--- src/rtl/ram8_bank.sv ---
// ram8_bank: eight-entry register bank with a one-hot demux write strobe,
// a combinational 8:1 read select, and a sweep sequencer that zeroes
// the entries in order 0..7, one entry per cycle.
module ram8_bank #(
  parameter int WIDTH = 16
) (
  input  logic             clock,
  input  logic             reset,
  input  logic [WIDTH-1:0] in,
  input  logic             load,
  input  logic [2:0]       address,
  input  logic             clear,
  output logic [WIDTH-1:0] out,
  output logic             busy,
  output logic             drop,
  output logic [7:0]       wr_sel
);

  typedef enum logic {
    IDLE  = 1'b0,
    SWEEP = 1'b1
  } state_t;

  state_t           r_state;
  logic [2:0]       r_ptr;
  logic             r_busy;
  logic             r_drop;
  logic [WIDTH-1:0] r_mem [8];

  logic             w_wr_en;
  logic [7:0]       w_wr_sel;

  // Write strobe: a load is honoured only while idle and not pre-empted by clear.
  always_comb begin
    w_wr_en  = load & ~r_busy & ~clear;
    w_wr_sel = 8'b0;
    if (w_wr_en) begin
      w_wr_sel[address] = 1'b1;
    end
  end

  // Sweep FSM, entry writes, and the registered busy/drop flags.
  always_ff @(posedge clock) begin
    if (reset) begin
      // NOTE: the entries sit in flops rather than a RAM macro because the
      // bank must read back zero right after reset, so they are reset here.
      for (int i = 0; i < 8; i++) begin
        r_mem[i] <= '0;
      end
      r_state <= IDLE;
      r_ptr   <= 3'd0;
      r_busy  <= 1'b0;
      r_drop  <= 1'b0;
    end else begin
      // NOTE: non-blocking assignments let the later, more specific
      // assignments below override this default within the same edge.
      r_drop <= 1'b0;
      case (r_state)
        IDLE: begin
          if (clear) begin
            r_state <= SWEEP;
            r_ptr   <= 3'd0;
            r_busy  <= 1'b1;
            r_drop  <= load;
          end else begin
            for (int i = 0; i < 8; i++) begin
              if (w_wr_sel[i]) begin
                r_mem[i] <= in;
              end
            end
          end
        end
        SWEEP: begin
          r_mem[r_ptr] <= '0;
          r_ptr        <= r_ptr + 3'd1;
          r_drop       <= load;
          if (r_ptr == 3'd7) begin
            r_state <= IDLE;
            r_busy  <= 1'b0;
          end
        end
        default: begin
          r_state <= IDLE;
          r_busy  <= 1'b0;
        end
      endcase
    end
  end

  assign out    = r_mem[address];
  assign busy   = r_busy;
  assign drop   = r_drop;
  assign wr_sel = w_wr_sel;

endmodule

--- config.mk ---
export PLATFORM = sky130hd
export DESIGN_NAME = ram8_bank
export DESIGN_NICKNAME = d
export VERILOG_FILES = /design/src/rtl/ram8_bank.sv
export SDC_FILE = /design/constraint.sdc
export NUM_CORES = 1
export LEC_CHECK = 0
export ABC_CLOCK_PERIOD_IN_PS = 2330
export CAP_MARGIN = 20
export CORE_MARGIN = 8
export CORE_UTILIZATION = 52
export DETAILED_ROUTE_END_ITERATION = 10
export GPL_TIMING_DRIVEN = 0
export PLACE_DENSITY = 0.75
export SLEW_MARGIN = 40
export SYNTH_ARGS = -nofsm -noshare
export SYNTH_HDL_FRONTEND = slang
export SYNTH_SLANG_ARGS = --single-unit
--- constraint.sdc ---
create_clock -name clock -period 2.33 [get_ports clock]
set_input_delay 0.5825 -clock clock [delete_from_list [all_inputs] [get_ports clock]]
set_output_delay 0.5825 -clock clock [all_outputs]
set_load 0.01 [all_outputs]
==> results.sh, run 1 <==
export IMPL_cp_end_kind="primary output"
export IMPL_avgSynthCellArea_um2=7.934
export IMPL_grt_pass1_vias=6127
export IMPL_power_share_sequential_pct=39.8
export IMPL_grt_first_pass_wirelength_um=33260
export IMPL_skew_ns=0.006174
export IMPL_synth_cells=759
export IMPL_cts_root_buf="clkbuf_16"
export IMPL_p_leak_nw=2.819
export IMPL_clk_latency_ns=0.42
export IMPL_antenna_cells=0
export IMPL_synth_edf_count=0
export IMPL_criticalPathCategory="input port to primary output"
export IMPL_syn_cell_area_um2=6022
export IMPL_cts_buffers=17
export IMPL_numClockSinks=134
export IMPL_fmaxAchievable_mhz=405.5
export IMPL_maxSlewHeadroom_pct=49.19
export IMPL_ys_seq_area_share_pct=44.55
export IMPL_antenna_found_initial=0
export IMPL_p_total_mw=5.854
export IMPL_core_region_area_um2=11370
export IMPL_fin_crit_ns=2.466
export IMPL_cp_data_arrival_time_ns=1.88
export IMPL_drt_wl_total_um=22340
export IMPL_fill_cells=818
export IMPL_report_final_slew_viol_count=0
export IMPL_dieWidth_um=123.6
export IMPL_intPower_mw=4.439
export IMPL_die_area_um2=15280
export IMPL_outcome="finished, violations left"
export IMPL_failed_checks="setup timing"
export IMPL_ys_seq_elements=134
export IMPL_vias_per_cell=6.392
export IMPL_syn2layout_area_growth_pct=30.11
export IMPL_hold_path_class="flip-flop to flip-flop"
export IMPL_synth_flop_cell="dfxtp_1"
export IMPL_period_share_pct=105.8
export IMPL_postCtsHoldBufs=0
export IMPL_drc=0
export IMPL_cts_max_level=4
export IMPL_netSwitchingPower_mw=1.415
export IMPL_postLayoutSetupSlackWorst_ns=-0.1358
export IMPL_fp_dieH_um=123.6
export IMPL_final_cell_mix="261 x nand2_1, 136 x a21oi_1, 134 x dfxtp_1, 35 x buf_2, 33 x buf_4"
export IMPL_rsz0062_at_grt="yes"
export IMPL_power_share_clock_pct=50.9
export IMPL_first_iter_violations=972
export IMPL_hold_viol_final=0
export IMPL_synth_top_area_share_pct=44.55
export IMPL_cp_data_required_time_ns=1.75
export IMPL_ant_nets=0
export IMPL_synth_fp_nets=784
export IMPL_irDropWorstVdd_uv=546.8
export IMPL_drive_above_1_share_pct=23.79
export IMPL_p_per_area_nw_per_um2=747.1
export IMPL_yosys_warnings=0
export IMPL_path_clk_slew_ns=0.06
export IMPL_grt_usage_pct=28.71
export IMPL_via_count=6315
export IMPL_start_util_pct=52.97
export IMPL_gp_congestion=0.9191
export IMPL_layout_commonest_cell="nand2_1"
export IMPL_start_kind="input port"
export IMPL_numPortBuffers=31
export IMPL_yosysTopAreaCell="dfxtp_1"
export IMPL_synth_area_leaders="dfxtp_1 45%, nand2_1 16%, a21oi_1 11%"
export IMPL_grt_max_degree=17
export IMPL_worst_pin_slew_ns=0.7622
export IMPL_wl_per_cell_um=22.61
export IMPL_power_switching_share_pct=24.17
export IMPL_ys_types=44
export IMPL_rows=39
export IMPL_gr_total_overflow=0
export IMPL_nets=858
export IMPL_setup_viol_count_final=13
export IMPL_cap_violations=0
export IMPL_async_reset_ff_share_pct=0
export IMPL_cts_tree="done"
export IMPL_p_comb_share_pct=9.3
export IMPL_dp_hpwl_um=13650
export IMPL_path_max_fanout=5
export IMPL_drt_pass1_iter_count=7
export IMPL_pin_count=49
export IMPL_clock_path_buffers=2
export IMPL_tns_ns=-0.9516
## cell usage after synthesis, drive strengths merged (3+ instances only)
master,n
nor3b,4
nor2,18
a211oi,4
a21oi,137
a22o,6
nor2b,7
or4,3
mux2,8
nand3,5
nand2,262
nor4,3
a221oi,12
o21ai,8
and3,5
a41o,3
mux4,8
clkbuf,30
dfxtp,134
a31o,4
inv,4
nor3,8
a22oi,10
mux2i,15
buf,41
## flip-flops by register name, indices dropped and copies added (netlist names)
register  cells
r_mem       128
drop          1
busy          1
r_state       1
r_ptr         3
## final cells by class
| cell class | instances | area [um2] | area share, % |
|---|---|---|---|
| Inverter | 4 | 17.52 | 0.2236 |
| Clock buffer | 19 | 442.9 | 5.653 |
| Buffer | 65 | 520.5 | 6.643 |
| Tap cell | 143 | 178.9 | 2.284 |
| Clock inverter | 12 | 202.7 | 2.587 |
| Timing Repair Buffer | 61 | 509.2 | 6.500 |
| Multi-Input combinational cell | 550 | 3281 | 41.87 |
| Sequential cell | 134 | 2683 | 34.24 |
## per-stage QoR
step           setup slack (ns)  std cells  area (um2)  utilization, %  hold slack [ns]
5_1_grt                 -0.1359        988        7835           68.91           0.4649
3_3_place_gp             -1.621        933        6516           57.31           0.4384
3_5_place_dp             -1.661        933        6516           57.31           0.4461
2_1_floorplan           0.02062        759        6027               -           0.4329
6_report                -0.1358        988        7835           68.91           0.4550
4_1_cts                 -0.1654        985        7737           68.05           0.4539
## power groups by stage
stage,logic (mW),clock network (mW),registers (mW)
floorplan,0.248,0,2.37
global placement,0.393,0,2.38
detailed placement,0.402,0,2.38
CTS,0.509,2.95,2.33
global route,0.560,3.06,2.33
finish,0.544,2.98,2.33
## logic make-up after synthesis
group,Yosys count,share of synthesized area [%]
adder cells (fa/ha/maj),2,0.4155
AND/OR/NAND/NOR,322,22.92
AO/OA/AOI/OAI,195,18.89
flip-flops,134,44.55
buffers and inverters,75,6.254
multiplexers,31,6.981
## critical path: stages
cell and delay (ns):
clkbuf_16 0.14, buf_12 0.13, buf_6 0.12, mux2_4 0.29
a22o_1 0.24, a21oi_1 0.13, o21ai_1 0.09, buf_2 0.15
## routing by layer
metal | vias up | track usage, % | share of wire (%)
met5 | - | 0 | 0
met4 | 0 | 17.91 | 5.9
met3 | 138 | 8.885 | 12
met2 | 533 | 46.02 | 46
met1 | 2909 | 32.98 | 36
li1 | 2735 | - | -
## what timing repair did
| action | in CTS | in global routing |
|---|---|---|
| resized for setup | 222 | 26 |
| cloned | 2 | 1 |
| pin swaps | 17 | 15 |
| setup endpoints to repair | 104 | 67 |
| endpoints found under the hold margin | 0 | 0 |
| buffers inserted | 21 | 8 |
## path summary, 6_finish.rpt
check,start,to,slack (ns),cells past startpoint
worst max-delay path,address[1],out[6],-0.14,8
worst max register to register,busy,r_mem[7][11],0.08,7
worst min-delay path,r_mem[0][0],r_mem[0][0],0.45,2
worst min register to register,r_mem[0][0],r_mem[0][0],0.45,2
Note: power is estimated with default switching activity, not from simulation.
==> inputs of run 2 (changes only) <==
--- a/config.mk
+++ b/config.mk
@@ -7,6 +7,7 @@
 export LEC_CHECK = 0
 export ABC_CLOCK_PERIOD_IN_PS = 2330
 export CAP_MARGIN = 20
+export CORE_ASPECT_RATIO = 1.5
 export CORE_MARGIN = 8
 export CORE_UTILIZATION = 52
 export DETAILED_ROUTE_END_ITERATION = 10
==> run 2 against run 1 <==
  * The flow still finishes with violations (setup timing)
  * Sequential power is essentially flat
  * Global-route usage shrank 0.15 points
  * Core utilization grew 1.0 points
  * Via count is essentially flat
  * Combinational power grew 6.8%
  * Cell area grew 1.9%
  * Die area grew 0.46%
  * Critical endpoint is now out[15]
  * Largest power group unchanged
  * Highest routed layer unchanged
==> results.sh, run 2 (same netlist as run 1, synthesis figures left out) <==
export IMPL_outcome="finished, violations left"
export IMPL_failed_checks="setup timing"
export IMPL_cp_end_kind="primary output"
export IMPL_syn2layout_area_growth_pct=32.54
export IMPL_dieWidth_um=103.9
export IMPL_vias_per_cell=6.272
export IMPL_antenna_cells=0
export IMPL_clock_path_buffers=2
export IMPL_post_route_util_pct=69.95
export IMPL_postCtsHoldBufs=0
export IMPL_cap_violations=0
export IMPL_dp_hpwl_um=14490
export IMPL_ant_nets=0
export IMPL_irDropWorstVdd_uv=550.5
export IMPL_p_per_area_nw_per_um2=712.4
export IMPL_fp_dieH_um=147.8
export IMPL_gp_congestion=0.9437
export IMPL_seq_area_um2=2683
export IMPL_postLayoutSetupSlackWorst_ns=-0.1536
export IMPL_cts_buffers=17
export IMPL_layout_commonest_cell="nand2_1"
export IMPL_start_kind="input port"
export IMPL_antenna_found_initial=0
export IMPL_tns_ns=-0.7046
export IMPL_layout_cells_non_filler=1007
export IMPL_skew_ns=0.005091
export IMPL_fmaxAchievable_mhz=402.6
export IMPL_cp_data_arrival_time_ns=1.90
export IMPL_rows=48
export IMPL_numPortBuffers=31
export IMPL_grt_first_pass_wirelength_um=33640
export IMPL_drc=0
export IMPL_wl_per_cell_um=23.03
export IMPL_drt_wl_total_um=23200
export IMPL_period_share_pct=106.6
export IMPL_clk_latency_ns=0.42
export IMPL_largest_register_ffs=128
export IMPL_cts_root_buf="clkbuf_16"
export IMPL_multi_input_area_um2=3314
export IMPL_final_cell_area_um2=7981
export IMPL_grt_max_degree=17
export IMPL_rsz0062_at_grt="yes"
export IMPL_gr_total_overflow=0
export IMPL_regMostFlops="r_mem"
export IMPL_grt_pass1_vias=6088
export IMPL_hold_viol_final=0
export IMPL_whs_ns=0.4564
export IMPL_setup_viol_count_final=10
export IMPL_placedCellCount=940
export IMPL_fill_cells=874
export IMPL_via_count=6316
export IMPL_hold_path_class="flip-flop to flip-flop"
export IMPL_p_leak_nw=2.876
export IMPL_dpl_cell_area_um2=6525
export IMPL_report_final_slew_viol_count=0
export IMPL_first_iter_violations=759
export IMPL_maxSlewHeadroom_pct=51.64
export IMPL_fin_crit_ns=2.484
export IMPL_core_region_area_um2=11410
export IMPL_start_util_pct=52.77
export IMPL_p_total_mw=5.686
export IMPL_die_area_um2=15350
export IMPL_path_clk_slew_ns=0.06
export IMPL_min_path_cells=2
export IMPL_post_place_ws_ns=-1.723
export IMPL_drive_above_1_share_pct=25.09
export IMPL_cts_max_level=4
export IMPL_cts_tree="done"
export IMPL_cp_data_required_time_ns=1.75
export IMPL_final_cell_mix="261 x nand2_1, 135 x a21oi_1, 134 x dfxtp_1, 38 x buf_4, 35 x buf_2"
export IMPL_reg2reg_depth=7
export IMPL_criticalPathCategory="input port to primary output"
export IMPL_path_max_fanout=8
export IMPL_worst_pin_slew_ns=0.7200
export IMPL_grt_usage_pct=28.57
export IMPL_pin_count=49
export IMPL_nets=870
export IMPL_drt_pass1_iter_count=9
export IMPL_reg_top3="r_mem: 128 flops, r_ptr: 3 flops"
export IMPL_numClockSinks=134
-- run 2: cell type report --
class                           count  share of cell area [%]
Tap cell                          150                   2.351
Multi-Input combinational cell    550                   41.53
Timing Repair Buffer               69                   7.807
Buffer                             69                   6.898
Clock inverter                     11                   1.865
Inverter                            4                  0.2195
Clock buffer                       20                   5.722
Sequential cell                   134                   33.61
-- run 2: final timing paths --
path                  end  slack, ns    startpoint
max               out[15]      -0.15    address[1]
max reg2reg  r_mem[4][14]       0.08       r_state
min          r_mem[7][11]       0.46  r_mem[7][11]
min reg2reg  r_mem[7][11]       0.46  r_mem[7][11]
-- run 2: timing repair --
item	in CTS	in global routing
setup buffers	15	18
cloned	3	2
resized for setup	218	51
setup endpoints to repair	104	50
pin swaps	18	24
-- run 2: report_power, final --
part,total [mW],leakage [nW],internal [mW],switching [mW]
registers,2.33,1.08,2.31,0.0178
clock network,2.77,0.288,1.73,1.04
logic,0.581,1.51,0.227,0.354
total,5.69,2.88,4.28,1.41
-- run 2: critical path, stage by stage --
cell	delay [ns]
clkbuf_16	0.14
buf_12	0.14
nor2b_4	0.15
buf_6	0.12
a22o_1	0.21
a22oi_2	0.25
o21ai_1	0.14
buf_2	0.16
-- run 2: metal layers --
| metal | vias up | share of wire (%) | track usage, % |
|---|---|---|---|
| li1 | 2759 | - | - |
| met1 | 2921 | 33 | 29.67 |
| met3 | 165 | 9.4 | 6.449 |
| met5 | - | 0 | 0 |
| met2 | 471 | 49 | 48.42 |
| met4 | 0 | 8.8 | 23.78 |
